==> src/rtl/axi_stream_ram_reader.sv <==
// Streams a contiguous block of sample-RAM words out as an AXI-Stream master.
// A 2-entry skid FIFO hides the 1-cycle RAM read latency for full throughput.
module axi_stream_ram_reader #(
    parameter int unsigned DATA_WIDTH = 32,
    parameter int unsigned ADDR_WIDTH = 6
) (
    input  logic                  clk,
    input  logic                  reset,
    input  logic                  Start,
    input  logic [ADDR_WIDTH-1:0] Start_Address,
    input  logic [ADDR_WIDTH:0]   Length,
    input  logic [DATA_WIDTH-1:0] RAM_Data,
    output logic                  Read_Enable,
    output logic [ADDR_WIDTH-1:0] Read_Address,
    input  logic                  T_READY,
    output logic [DATA_WIDTH-1:0] T_DATA,
    output logic                  T_VALID,
    output logic                  T_LAST,
    output logic                  Busy,
    output logic                  Done
);

    typedef enum logic [1:0] {IDLE, STREAM, FINISH} state_t;

    localparam logic [ADDR_WIDTH:0]   MAX_LEN = {1'b1, {ADDR_WIDTH{1'b0}}};
    localparam logic [ADDR_WIDTH:0]   CNT_ONE = {{ADDR_WIDTH{1'b0}}, 1'b1};
    localparam logic [ADDR_WIDTH-1:0] PTR_ONE = {{(ADDR_WIDTH-1){1'b0}}, 1'b1};

    state_t                state_q, state_d;
    logic [ADDR_WIDTH-1:0] ptr_q, ptr_d;
    logic [ADDR_WIDTH:0]   rd_rem_q, rd_rem_d;
    logic [ADDR_WIDTH:0]   tx_rem_q, tx_rem_d;
    logic                  in_flight_q, in_flight_d;
    logic [DATA_WIDTH-1:0] mem_q [2];
    logic                  head_q, tail_q;
    logic [1:0]            occ_q;

    logic                  pop;
    logic                  push;
    logic                  rd_en;
    logic                  accept;
    logic [ADDR_WIDTH:0]   len_clamped;

    assign pop         = (occ_q != 2'd0) && T_READY;
    assign push        = in_flight_q;
    assign accept      = (state_q == IDLE) && Start;
    assign len_clamped = (Length > MAX_LEN) ? MAX_LEN : Length;
    // Issue a read only if the word can be guaranteed a FIFO slot when it lands.
    assign rd_en = (state_q == STREAM) && (rd_rem_q != '0) &&
                   (({1'b0, occ_q} + {2'b00, in_flight_q}) < (3'd2 + {2'b00, pop}));

    always_ff @(posedge clk or posedge reset) begin
        if (reset) begin
            state_q <= IDLE;
        end else begin
            state_q <= state_d;
        end
    end

    always_comb begin
        state_d = state_q;
        unique case (state_q)
            IDLE:    if (Start) state_d = (Length == '0) ? FINISH : STREAM;
            STREAM:  if (pop && (tx_rem_q == CNT_ONE)) state_d = FINISH;
            FINISH:  state_d = IDLE;
            default: state_d = IDLE;
        endcase
    end

    always_comb begin
        Busy         = (state_q == STREAM);
        Done         = (state_q == FINISH);
        Read_Enable  = rd_en;
        Read_Address = ptr_q;
        T_VALID      = (occ_q != 2'd0);
        T_LAST       = (occ_q != 2'd0) && (tx_rem_q == CNT_ONE);
        T_DATA       = mem_q[head_q];
    end

    always_comb begin
        ptr_d       = ptr_q;
        rd_rem_d    = rd_rem_q;
        tx_rem_d    = tx_rem_q;
        in_flight_d = rd_en;
        if (accept) begin
            ptr_d    = Start_Address;
            rd_rem_d = len_clamped;
            tx_rem_d = len_clamped;
        end else begin
            if (rd_en) begin
                ptr_d    = ptr_q + PTR_ONE;
                rd_rem_d = rd_rem_q - CNT_ONE;
            end
            if (pop) begin
                tx_rem_d = tx_rem_q - CNT_ONE;
            end
        end
    end

    always_ff @(posedge clk or posedge reset) begin
        if (reset) begin
            ptr_q       <= '0;
            rd_rem_q    <= '0;
            tx_rem_q    <= '0;
            in_flight_q <= 1'b0;
        end else begin
            ptr_q       <= ptr_d;
            rd_rem_q    <= rd_rem_d;
            tx_rem_q    <= tx_rem_d;
            in_flight_q <= in_flight_d;
        end
    end

    always_ff @(posedge clk or posedge reset) begin
        if (reset) begin
            for (int unsigned i = 0; i < 2; i++) begin
                mem_q[i] <= '0;
            end
            head_q <= 1'b0;
            tail_q <= 1'b0;
            occ_q  <= 2'd0;
        end else begin
            if (push) begin
                mem_q[tail_q] <= RAM_Data;
                tail_q        <= ~tail_q;
            end
            if (pop) begin
                head_q <= ~head_q;
            end
            unique case ({push, pop})
                2'b10:   occ_q <= occ_q + 2'd1;
                2'b01:   occ_q <= occ_q - 2'd1;
                default: occ_q <= occ_q;
            endcase
        end
    end

endmodule
==> config.mk <==
export PLATFORM = sky130hd
export DESIGN_NAME = axi_stream_ram_reader
export DESIGN_NICKNAME = d
export VERILOG_FILES = /design/src/rtl/axi_stream_ram_reader.sv
export SDC_FILE = /design/constraint.sdc
export NUM_CORES = 1
export LEC_CHECK = 0
export ABC_AREA = 1
export CORE_ASPECT_RATIO = 1.5
export CORE_MARGIN = 2
export CORE_UTILIZATION = 47
export DETAILED_ROUTE_END_ITERATION = 8
export GPL_ROUTABILITY_DRIVEN = 0
export MAX_ROUTING_LAYER = met4
export PLACE_DENSITY = 0.85
export SLEW_MARGIN = 20
export SYNTH_ARGS = -nofsm -noshare
export SYNTH_HDL_FRONTEND = slang
export SYNTH_SLANG_ARGS = --single-unit
==> constraint.sdc <==
create_clock -name clk -period 2.7 [get_ports clk]
set_input_delay 0.54 -clock clk [delete_from_list [all_inputs] [get_ports clk]]
set_output_delay 0.54 -clock clk [all_outputs]
set_load 0.05 [all_outputs]
==> metrics.txt, run 1 <==
status complete, no violations; Buf/Inv on CP 2; Max Slew Vio Count 0; grt ovf 0; Port Buf Inserts 91; Distinct cells, synth 31; drt first pass iters 4; antenna violations before repair 0; Final HPWL DP 7270 um; register area 2280 um^2; Residual DRC 0; Critical R2R Capture mem_q[48]$_DFFE_PP0P_; total CTS buffers 9; final non-filler cell total 794; Row Count 44; highest-delay cell along the critical path dfrtp_1; Setup WS pre-CTS 0.439 ns; syn nets 650; critical path data required time 2.16 ns; Hold WC Path Type register to register; Post-CTS Setup Bufs 0; Critical Path, Cell by Cell ha_1, ha_1, nor2_2, nand3_4, inv_1, buf_12; placed cell areas 5440 um^2; design area 5730 um^2; synthesized cell area 4560 um^2; commonest non-fill, non-tap cells in the layout nand2_1, dfrtp_1, inv_1, clkdlybuf4s50_1, o21ai_0; setup ws final 0.281 ns; largest net degree at the start of global routing 92; die width 84.4 um; Vias per Instance 5.08; Finish-stage setup viols 0; setup TNS 0 ns; chip height 125 um; num ports 92; clock-pin slew on the worst setup and hold paths 0.06 ns; R2R Path Start in_flight_q$_DFF_PP0_; hold buffers post-CTS 0; crit path kind register to output port; FILL cells 863; most common cell after layout, fill and taps aside nand2_1; Hold Path Stages 2; Area contributors post-synth dfrtp_1, nand2_1, inv_1; Starting DRT DRC Count 218; Post-CTS Resized 0; CP Capture Type output port; Initial Util 0.476; crit path time final 2.42 ns; first-pass GRT wire length 17900 um; Root Driver clkbuf_16; WL final 10400 um; Placed Instances 778; Final period util 0.896; diode count 0; startpoint types register; layout cells sized above 1 0.110; CP max FO 13; clock sinks 91; Die Area 10500 um^2; worst slew pin tran 1.03 ns; Layout area overhead 25.7%; leakage power 3.03 nW; Setup Skew 0.00444 ns; #FFs+latches synth 91; antenna-violating nets left 0; Yosys top cell area share 0.500; sequential area share after synthesis 0.500; CP arrival 1.88 ns; delay-heaviest family, CP flip-flops; Hold Vio Cnt, Final 0; # nets final 730; Core ar. 9580 um^2; cells on worst reg2reg path 5; RSZ-0062 raised after global routing no; Mapped Cells 594; Worst path most repeated cell ha_1; WHS Endpoint mem_q[31]$_DFFE_PP0P_; Max IR drop VDD 1.03 mV; max cap viols 0; Clock H-tree levels 3; combined area of the multi-input logic cells 1890 um^2; HP Start mem_q[31]$_DFFE_PP0P_; Worst-Skew Late Latency 0.33 ns; syn avg cell area 7.67 um^2; Clock Tree Buf Depth 2; P per Cell Area 1480 nW/um^2; routed len/inst 13.0 um; area leader, netlist dfrtp_1; Yosys warnings 0; R2R Setup Slk 0.99 ns; GRT Total Usage 0.215; TritonCTS clock tree built; slew margin rel. 0.309; Fmax 413 MHz; delay of the slowest critical-path stage 0.44 ns; vias in the first global route 4072; routed vias 4034
worst max path at each step:
stage / start / to / slack, ns / depth (start not counted)
5_1_grt: occ_q[0]$_DFFE_PP0P_ / Read_Enable / 0.15 / 6
6_report: occ_q[0]$_DFFE_PP0P_ / Read_Enable / 0.28 / 6
2_1_floorplan: occ_q[0]$_DFFE_PP0P_ / Read_Enable / 0.60 / 6
3_3_place_gp: T_READY / Read_Enable / 0.45 / 6
4_1_cts: occ_q[0]$_DFFE_PP0P_ / Read_Enable / 0.26 / 6
3_5_place_dp: T_READY / Read_Enable / 0.44 / 6
Yosys cell counts:
| master | count |
|---|---|
| o211ai_1 | 3 |
| a21oi_1 | 3 |
| nor2_4 | 1 |
| o21a_1 | 1 |
| xnor2_1 | 1 |
| buf_6 | 4 |
| o21ai_0 | 40 |
| nand3_4 | 2 |
| nor2_1 | 27 |
| xor2_1 | 4 |
| a31oi_1 | 1 |
| o21bai_1 | 1 |
| nand3_1 | 28 |
| buf_4 | 4 |
| nand4_1 | 4 |
| dfrtp_1 | 91 |
| and2_1 | 1 |
| o21ai_1 | 32 |
| nand2_4 | 4 |
| or2_1 | 1 |
| clkinv_1 | 1 |
| nor3_1 | 2 |
| inv_2 | 3 |
| inv_1 | 59 |
| nand2_1 | 243 |
| ha_1 | 7 |
| buf_2 | 8 |
| clkbuf_1 | 11 |
| nand2_2 | 4 |
| or2_2 | 2 |
| nor2_2 | 1 |
layer usage:
metal,global-route usage,part of all wire
met2,0.363,0.51
met4,0.110,0.035
met3,0.0464,0.052
met5,-,0
met1,0.236,0.40
flip-flops by register name (all words and copies together) (netlist names):
register      flops
mem_q            64
rd_rem_q          7
tx_rem_q          7
Read_Address      6
occ_q             2
state_q           2
head_q            1
in_flight_q       1
tail_q            1
through the flow:
stage          total power [mW]  hold WS, ns  utilization
2_1_floorplan              6.05        0.450            -
4_1_cts                    8.57        0.489        0.598
6_report                   8.49        0.485        0.598
3_3_place_gp               7.17        0.463        0.568
5_1_grt                    9.13        0.517        0.598
3_5_place_dp               7.35        0.474        0.568
cell type report:
type | count | share of cell area
inverter | 63 | 0.0419
sequential | 91 | 0.398
multi-input combinational | 413 | 0.330
clock buffer | 11 | 0.0441
clock inverter | 5 | 0.00633
tap | 115 | 0.0251
timing repair buffer | 96 | 0.155
power breakdown:
group,total (mW),internal (mW),switching [mW]
Sequential,2.47,2.04,0.431
Combinational,4.84,1.52,3.32
Clock,1.19,0.677,0.509
logic make-up (layout without fill, tap and decap cells):
kind of cell | count (synthesis) | in the layout | share of synthesized area
fa+ha+maj | 7 | 7 | 0.0192
compound gates | 81 | 81 | 0.0920
buf+inv | 90 | 175 | 0.0862
simple gates | 320 | 320 | 0.293
flops | 91 | 91 | 0.500
xor+xnor | 5 | 5 | 0.00961
tightest hold or removal path, cell delays in order (launching register included):
cell and delay, ns:
dfrtp_1 0.34, nand2_1 0.05, o21ai_0 0.06
Power figures use the tool's default switching activity.
==> run 2, diff against run 1 <==
Settings changed: CORE_UTILIZATION 47 to 52, PLACE_DENSITY 0.85 to 0.89.
Clock period 2.7 ns to 2.5 ns, I/O delays scaled along.
==> run 2 against run 1 <==
Count of clock-buffer cells in the layout fell by 1. Die area fell by 9.2%. Clock skew barely moved. Worst setup slack got worse by 0.14 ns. Largest power group unchanged.
==> metrics.txt, run 2 (same netlist as run 1, synthesis figures left out) <==
delay of the slowest critical-path stage 0.45 ns; vias in the first global route 4049; Critical Path Source occ_q[0]$_DFFE_PP0P_; total CTS buffers 9; RSZ-0062 raised after global routing no; antenna violations before repair 0; # nets final 734; power share of the clock group 0.145; Finish-stage setup viols 0; Worst-Skew Late Latency 0.34 ns; Starting DRT DRC Count 325; Die Area 9540 um^2; GRT Total Usage 0.244; register area 2280 um^2; Most flops, register mem_q; M2 GR Usage 0.417; CP arrival 1.86 ns; R2R Setup Slk 0.79 ns; cells on worst reg2reg path 8; Final period util 0.943; met1 usage 0.278; commonest non-fill, non-tap cells in the layout nand2_1, dfrtp_1, inv_1, clkdlybuf4s50_1; antenna-violating nets left 0; chip height 119 um; max reg flops 64; CP Capture Type output port; hold buffers post-CTS 0; crit path time final 2.36 ns; grt ovf 0; Setup Skew 0.00474 ns; largest net degree at the start of global routing 80; crit path kind register to output port; Clock H-tree levels 3; status complete, no violations; critical path data required time 2.00 ns; worst slew pin tran 0.539 ns; leakage power 3.05 nW; Root Driver clkbuf_16; Setup WS pre-CTS 0.292 ns; highest-delay cell along the critical path dfrtp_1; Row Count 41; Critical R2R Capture occ_q[1]$_DFFE_PP0P_; WL final 10700 um; P per Cell Area 1620 nW/um^2; Final HPWL DP 7340 um; die width 80.4 um; Residual DRC 0; CP max FO 13; diode count 0; M3 GR Usage 0.0496; Flop pwr share 0.286; drt first pass iters 5; Power Internal 4.70 mW; R2R Path Start occ_q[0]$_DFFE_PP0P_; Fmax 424 MHz; Comb pwr share 0.570; Core ar. 8460 um^2; setup ws final 0.143 ns; Max Slew Vio Count 0; FILL cells 692; clock-pin slew on the worst setup and hold paths 0.06 ns; Vias per Instance 5.22; TritonCTS clock tree built; startpoint types register; Worst Setup EP Read_Enable; Initial Util 0.538; Layout area overhead 26.7%; switching power of the nets 4.67 mW; Max IR drop VDD 0.924 mV; Clock Tree Buf Depth 2; Port Buf Inserts 91; Post-CTS Resized 0; Hold WC Path Type input port to asynchronous set/reset pin; combined area of the multi-input logic cells 1890 um^2; max cap viols 0; num ports 92; Hold Vio Cnt, Final 0; routed len/inst 13.6 um; routed vias 4122; Worst path most repeated cell ha_1; first-pass GRT wire length 17900 um; Critical Path, Cell by Cell ha_1, ha_1, nor2_2, nand3_4, inv_2, buf_12; most common cell after layout, fill and taps aside nand2_1; clock sinks 91; gr busiest metal met2; Post-CTS Setup Bufs 0; top flop regs mem_q (64), rd_rem_q (7), tx_rem_q (7); layout cells sized above 1 0.116; slew margin rel. 0.641; setup TNS 0 ns; Switching Share 0.498
==> run 2: per-layer routing <==
| layer | vias up | routed length [um] |
|---|---|---|
| li1 | 2017 | - |
| met4 | 0 | 201 |
| met3 | 15 | 705 |
| met2 | 146 | 5660 |
| met1 | 1944 | 4160 |
| met5 | - | 0 |
==> run 2: cell type report <==
| type | count | share of cell area |
|---|---|---|
| Sequential cell | 91 | 0.394 |
| Tap cell | 107 | 0.0232 |
| Clock inverter | 5 | 0.0108 |
| Inverter | 63 | 0.0416 |
| Timing Repair Buffer | 100 | 0.161 |
| Clock buffer | 10 | 0.0414 |
| Multi-Input combinational cell | 413 | 0.327 |
==> run 2: how the worst min path moves through the flow <==
| stage | end | depth (start not counted) |
|---|---|---|
| after floorplan | tx_rem_q[5]$_DFFE_PP0P_ | 2 |
| after global placement | tx_rem_q[5]$_DFFE_PP0P_ | 2 |
| after detailed placement | mem_q[8]$_DFFE_PP0P_ | 2 |
| final | mem_q[62]$_DFFE_PP0P_ | 2 |
| after CTS | mem_q[29]$_DFFE_PP0P_ | 2 |
| after global routing | mem_q[29]$_DFFE_PP0P_ | 2 |
==> run 2: worst max-delay path, delay by kind of cell, from the launching register on <==
family	cells	cell delay (ns)
buffers and inverters	2	0.27
DFF	1	0.45
and+or+nand+nor	2	0.39
adders and majority gates	2	0.41
==> run 2: metrics by stage <==
step	utilization	cells	area (um^2)	total power [mW]	hold WS, ns
floorplan	-	594	4560	6.53	0.450
global route	0.682	789	5770	10.0	0.496
global placement	0.646	774	5470	7.79	0.463
CTS	0.682	789	5770	9.41	0.469
detailed placement	0.646	774	5470	8.00	0.474
finish	0.682	789	5770	9.37	0.467
==> run 2: power groups by stage <==
stage / logic [mW] / clock network [mW] / registers [mW]
after CTS: 5.36 / 1.38 / 2.66
after global placement: 5.17 / 0 / 2.63
final: 5.34 / 1.35 / 2.68
after detailed placement: 5.33 / 0 / 2.67
after floorplan: 3.83 / 0 / 2.70
after global routing: 5.84 / 1.45 / 2.75
